===== src/rtl/cbus_rr_arbiter.sv =====
// Merges NUM_CH cache-bus requesters onto one cbus, one locked burst at a time (RR or fixed priority).
// Latency: 1 cycle from request valid to oreq_valid; one guaranteed bubble cycle between bursts.
// Backpressure: oresp_ready/oresp_last pass straight through to the granted channel only. Optional: CBUS_ADDR_XLATE_EN.
module cbus_rr_arbiter #(
    parameter int NUM_CH = 4,
    parameter int MODE   = 0,
    parameter int IDX_W  = $clog2(NUM_CH)
) (
    input  logic                          clk,
    input  logic                          resetn,

    input  logic [NUM_CH-1:0]             ireqs_valid,
    input  logic [NUM_CH-1:0]             ireqs_is_write,
    input  logic [NUM_CH-1:0][1:0]        ireqs_size,
    input  logic [NUM_CH-1:0][31:0]       ireqs_addr,
    input  logic [NUM_CH-1:0][3:0]        ireqs_strobe,
    input  logic [NUM_CH-1:0][31:0]       ireqs_data,
    input  logic [NUM_CH-1:0][3:0]        ireqs_len,

    output logic [NUM_CH-1:0]             iresps_ready,
    output logic [NUM_CH-1:0]             iresps_last,
    output logic [NUM_CH-1:0][31:0]       iresps_data,

    output logic                          oreq_valid,
    output logic                          oreq_is_write,
    output logic [1:0]                    oreq_size,
    output logic [31:0]                   oreq_addr,
    output logic [3:0]                    oreq_strobe,
    output logic [31:0]                   oreq_data,
    output logic [3:0]                    oreq_len,

    input  logic                          oresp_ready,
    input  logic                          oresp_last,
    input  logic [31:0]                   oresp_data,

    output logic                          busy,
    output logic [IDX_W-1:0]              grant_idx
);

    typedef enum logic {
        IDLE = 1'b0,
        BUSY = 1'b1
    } state_t;

    state_t             state, state_nxt;
    logic [IDX_W-1:0]   grant_nxt;
    logic [IDX_W-1:0]   rr_ptr, rr_nxt;
    logic [IDX_W-1:0]   winner;
    logic [IDX_W-1:0]   scan;
    logic [31:0]        addr_fwd;

    // Scan from the highest priority slot last so the first valid slot wins.
    always_comb begin
        winner = '0;
        scan   = '0;
        for (int k = NUM_CH - 1; k >= 0; k--) begin
            if (MODE == 0) begin
                scan = IDX_W'((int'(rr_ptr) + k) % NUM_CH);
            end else begin
                scan = IDX_W'(k);
            end
            if (ireqs_valid[scan]) begin
                winner = scan;
            end
        end
    end

    always_comb begin
        state_nxt = state;
        grant_nxt = grant_idx;
        rr_nxt    = rr_ptr;
        case (state)
            IDLE: begin
                if (|ireqs_valid) begin
                    grant_nxt = winner;
                    state_nxt = BUSY;
                end
            end
            BUSY: begin
                if (oresp_ready && oresp_last) begin
                    state_nxt = IDLE;
                    if (MODE == 0) begin
                        rr_nxt = (grant_idx == IDX_W'(NUM_CH - 1)) ? '0 : grant_idx + 1'b1;
                    end
                end
            end
            default: state_nxt = IDLE;
        endcase
    end

    always_ff @(posedge clk) begin
        if (!resetn) begin
            state     <= IDLE;
            grant_idx <= '0;
            rr_ptr    <= '0;
        end else begin
            state     <= state_nxt;
            grant_idx <= grant_nxt;
            rr_ptr    <= rr_nxt;
        end
    end

    // kseg0/kseg1 fold onto the physical low 512 MB when translation is built in.
    always_comb begin
        addr_fwd = ireqs_addr[grant_idx];
`ifdef CBUS_ADDR_XLATE_EN
        if (addr_fwd[31:29] == 3'b100 || addr_fwd[31:29] == 3'b101) begin
            addr_fwd = {3'b000, addr_fwd[28:0]};
        end
`endif
    end

    always_comb begin
        oreq_valid    = 1'b0;
        oreq_is_write = 1'b0;
        oreq_size     = '0;
        oreq_addr     = '0;
        oreq_strobe   = '0;
        oreq_data     = '0;
        oreq_len      = '0;
        iresps_ready  = '0;
        iresps_last   = '0;
        iresps_data   = '0;
        if (state == BUSY) begin
            oreq_valid               = ireqs_valid[grant_idx];
            oreq_is_write            = ireqs_is_write[grant_idx];
            oreq_size                = ireqs_size[grant_idx];
            oreq_addr                = addr_fwd;
            oreq_strobe              = ireqs_strobe[grant_idx];
            oreq_data                = ireqs_data[grant_idx];
            oreq_len                 = ireqs_len[grant_idx];
            iresps_ready[grant_idx]  = oresp_ready;
            iresps_last[grant_idx]   = oresp_last;
            iresps_data[grant_idx]   = oresp_data;
        end
    end

    assign busy = (state == BUSY);

endmodule


===== config.mk =====
export PLATFORM = sky130hd
export DESIGN_NAME = cbus_rr_arbiter
export DESIGN_NICKNAME = d
export VERILOG_FILES = /design/src/rtl/cbus_rr_arbiter.sv
export SDC_FILE = /design/constraint.sdc
export NUM_CORES = 1
export LEC_CHECK = 0
export BUFFER_PORTS_ARGS = -buffer_cell sky130_fd_sc_hd__buf_2
export CAP_MARGIN = 20
export CORE_AREA = 2 2 214 216
export DETAILED_ROUTE_END_ITERATION = 6
export DIE_AREA = 0 0 216 218
export PLACE_DENSITY_LB_ADDON = 0.25
export RECOVER_POWER = 25
export SLEW_MARGIN = 20
export SYNTH_ARGS = -nofsm -noshare
export SYNTH_HDL_FRONTEND = slang
export SYNTH_SLANG_ARGS = --single-unit

===== constraint.sdc =====
create_clock -name clk -period 1.99 [get_ports clk]
set_input_delay 0.2985 -clock clk [delete_from_list [all_inputs] [get_ports clk]]
set_output_delay 0.2985 -clock clk [all_outputs]
set_load 0.01 [all_outputs]

### After elaboration in Yosys (flattened, before gate mapping)

Cells that the tools add are included.

* bits in registers: 5
* output and inout bits: 215

* $lt $le $gt $ge: 6
* bitwise operators: 4
* reductions and logical operators: 5
* add/subtract/negate cells: 4
* equality and inequality tests: 1
* mux-type cells: 44

Operators with widths (count)
* 32-bit 2-to-1 mux: 5
* 128-bit AND: 1
* 32-bit binary-select mux with 2-bit select: 2
* 128-bit 2-to-1 mux: 1
* 32-bit demux with 2-bit select: 1
* 4-bit 2-to-1 mux: 6
* 4-bit binary-select mux with 2-bit select: 2
* 2-bit by 3-bit < comparator with 1-bit output (second input constant): 5
* 2-bit 2-to-1 mux: 7
* 1-bit binary-select mux with 2-bit select: 6
* 1-bit 2-to-1 mux: 11
* 4-bit AND: 2
* 2-bit by 1-bit adder with 2-bit output (second input constant): 2
* 2-bit adder (second input constant): 2
* 2-bit binary-select mux with 2-bit select: 1
* 2-bit AND reduction: 2
* 4-bit OR reduction: 1
* 1-bit demux with 2-bit select: 1
* 2-bit equality test (second input constant): 1
* 2-bit by 1-bit >= comparator with 1-bit output (second input constant): 1
* 1-bit logical AND: 2
* 1-bit one-hot mux with 2 select lines: 1
* 1-bit NOT: 1

### Depth between registers and ports, before layout

* depth in word-level cells: 7
* mapped depth: 7
* gate-level depth less buffers: 4

### Least setup slack after synthesis

No wires, ideal clock.

* kind: register to output
* from: register grant_idx[1]
* to: output iresps_data[36] in the netlist's numbering
* stages on the path, launching flop included: 8
* arrival: 1662 ps
* slack: 30 ps
* data required time: 1691 ps
* path buffers: 4
* cell sequence: dfxtp_1 -> buf_2 -> buf_2 -> buf_2 -> inv_1 -> ha_1 -> clkbuf_1 -> and3_1

RTL lines
* start: declaration: RTL line 37 `output logic [IDX_W-1:0] grant_idx`
* start signal: assignment: RTL line 98 `grant_idx <= grant_nxt;`
* end: declaration: RTL line 22 `output logic [NUM_CH-1:0][31:0] iresps_data,`

### Worst setup path after layout

* from: register grant_idx[0]
* to: output oreq_addr[4]

* cells in the longest elaborated chain, start to end: 3

Ends and longest elaborated chain
* 32-bit binary-select mux with 2-bit select: RTL line 105 `addr_fwd = ireqs_addr[grant_idx];`
* 32-bit 2-to-1 mux (not written as such): RTL line 105
* 32-bit 2-to-1 mux: RTL line 124 `if (state == BUSY) begin`
* end: declaration: RTL line 27 `output logic [31:0] oreq_addr,`

No other way between the ends. The select of a mux whose other input is x is not followed.

==> flow_summary.ini <==
[cells_and_area]
nFillCells = 5141
diodes = 0
drive_above_1_share = 0.748
nets = 1265
stdcell_count = 1520
final_util = 0.171
area_growth_pct = 112

[pwr]
irDropWorstVdd_mv = 0.177
p_leak_nw = 4.30
power.total_mw = 2.08
p_per_area_mw_per_mm2 = 271

[sta]
slew_headroom = 0.683
hold_slack_ns = 0.326
max_freq_ghz = 0.482
worstMarginPinSlew_ns = 0.475
fin_ws_ns = -0.0843
fin_skew_ns = 0.00281
setup_viol = 123
min_period_ns = 2.07
grt_setup_unrepaired = yes
hold_viol = 0
period_share = 1.04
slew_viol_final = 0

[yosys]
ys_seq_area_frac = 0.0277
synth_fp_nets = 724
synthesis.instances = 380
ys_ff_latch = 5
synth_edf_count = 0
synth.distinct_cells = 26
ys.flop_type = dfxtp_1
syn_avg_cell_area_um2 = 9.52
ys_warn_count = 0
async_flop_share = 0
syn_area_mm2 = 0.00362

[cts]
worstSkewPairLatency_ns = 0.23
cts_buffers = 3
h-tree-depth = 1
cts_tree = built
cts_root_buffer = clkbuf_16
clock_path_buffers = 2
clock-sinks = 5
hold_buffers = 0
clkTransAtPathRegs_ns = 0.04

[flow_run]
cap_violations = 0

[detailed_routing]
drtAntennaViolNets = 0
wl_per_cell_um = 16.4
routed_wl_um = 24900
viasPerCell = 3.63
drt-initial-drc-count = 265
first_pass_iters = 4
route.detailed.drc = 0
vias = 5519

[floorplan]
fp.dieH_um = 218
dieWidth_um = 216
dieArea_mm2 = 0.0471
io_pins = 555
rows = 78
initial_core_util = 0.0806
core_area_mm2 = 0.0449

[grt]
grt_pass1_wl_um = 33800
antenna_found_initial = 0
track_usage = 0.0935
grt_max_degree = 65
grt_overflow = 0
first_global_vias = 5383

[placement]
port_buffers = 554
gp_congestion = 0.905
dp_slack_ns = 0.112
dp.final_hpwl_um = 20700
dp.cells = 1506

[worst_hold_path]
min_path_type = in2reg

[setup_path]
cp.required_ns = 1.69
worstSetupPathType = reg2out
cp.arrival_ns = 1.78
crit_path_start_kind = flop
endpoint_kind = output port
crit_fanout = 7

[status]
status = finished, violations left
violations = negative setup slack
-- repair_timing --
item / CTS / global route
endpoints found under the hold margin: 0 / 0
gates cloned: 2 / 0
pin swaps: 5 / 0
endpoints found under the setup margin: 152 / 193
gates resized for setup: 22 / 33
setup buffers: 6 / 2
-- routing by layer --
| metal | GRT usage | vias up | part of all wire |
|---|---|---|---|
| met3 | 0.0172 | 18 | 0.078 |
| met2 | 0.176 | 285 | 0.53 |
| li1 | - | 2555 | - |
| met1 | 0.112 | 2661 | 0.38 |
| met5 | 0 | - | 0 |
| met4 | 0.0142 | 0 | 0.011 |
-- kinds of logic after synthesis --
logic type                 after synthesis  synth area share
buffers and inverters                   59            0.0775
adders and majority gates                4            0.0138
muxes                                   78             0.479
AOI/OAI and AO/OA                       10            0.0183
and+or+nand+nor                        224             0.384
DFF                                      5            0.0277
-- layout make-up --
type	count	area, µm²	share of cell area
Multi-Input combinational cell	316	3340	0.436
Sequential cell	5	111	0.0145
Clock buffer	4	78.8	0.0103
Timing Repair Buffer	590	3370	0.439
Tap cell	600	751	0.0979
Inverter	5	22.5	0.00294
-- power by group --
group	internal (mW)	total (mW)	switching, mW
Clock	0.266	0.341	0.0746
Combinational	0.912	1.61	0.699
Sequential	0.105	0.129	0.0235
Total	1.28	2.08	0.797
-- synthesized netlist by cell type (2+ instances only) --
cell | number | area, µm²
ha_1 | 4 | 50.1
a21oi_1 | 4 | 20.0
and3_1 | 136 | 851
inv_1 | 5 | 18.8
nor2b_1 | 2 | 12.5
o211ai_1 | 2 | 15.0
nand2_1 | 3 | 11.3
and2_1 | 76 | 475
nand2b_1 | 2 | 12.5
buf_12 | 2 | 40.0
clkbuf_1 | 38 | 143
mux2i_1 | 2 | 20.0
mux4_2 | 76 | 1710
dfxtp_1 | 5 | 100
buf_2 | 12 | 60.1
-- metrics by stage --
step / instance area, µm² / TNS, ns
after floorplan: 3620 / 0
after global placement: 7220 / 0
after detailed placement: 7220 / 0
after CTS: 7520 / -4.72
after global routing: 7670 / -13.74
final: 7670 / -3.72
-- registers in the layout, indices dropped and copies added (netlist names) --
register	flops
busy	1
grant_idx	2
rr_ptr	2
-- final timing paths --
| path | start | to | slack [ns] | cells after the start |
|---|---|---|---|---|
| max reg2reg | busy | rr_ptr[0] | 0.37 | 4 |
| min | resetn | busy | 0.33 | 3 |
| max | grant_idx[0] | oreq_addr[4] | -0.08 | 5 |
| min reg2reg | rr_ptr[0] | rr_ptr[0] | 0.49 | 2 |
-- worst max-delay path: stages (launching register included) --
cell     delay [ns]
dfxtp_4        0.35
buf_12         0.15
buf_8          0.15
mux4_2         0.57
and2_1         0.19
buf_2          0.13
-- cell usage in the layout (no fill, tap or decap) --
| master | count |
|---|---|
| o211ai_1 | 2 |
| and2_4 | 19 |
| buf_12 | 12 |
| o41ai_1 | 1 |
| buf_4 | 13 |
| dfxtp_4 | 3 |
| nand3_1 | 1 |
| buf_16 | 3 |
| o221ai_1 | 1 |
| buf_2 | 527 |
| o21ai_0 | 1 |
| nand2b_1 | 2 |
| inv_1 | 4 |
| buf_6 | 20 |
| clkbuf_2 | 3 |
| mux2i_1 | 2 |
| clkbuf_16 | 3 |
| or2_2 | 1 |
| or3_1 | 1 |
| clkbuf_1 | 11 |
| a21oi_1 | 4 |
| dfxtp_1 | 2 |
| and3_4 | 1 |
| nor2_1 | 1 |
| and3_1 | 135 |
| nand2_1 | 3 |
| nor4_1 | 1 |
| mux4_2 | 76 |
| ha_4 | 4 |
| a311oi_1 | 1 |
| and2_1 | 57 |
| clkinvlp_4 | 1 |
| buf_8 | 2 |
| nor2b_1 | 2 |
Note: power is estimated with default switching activity, not from simulation.
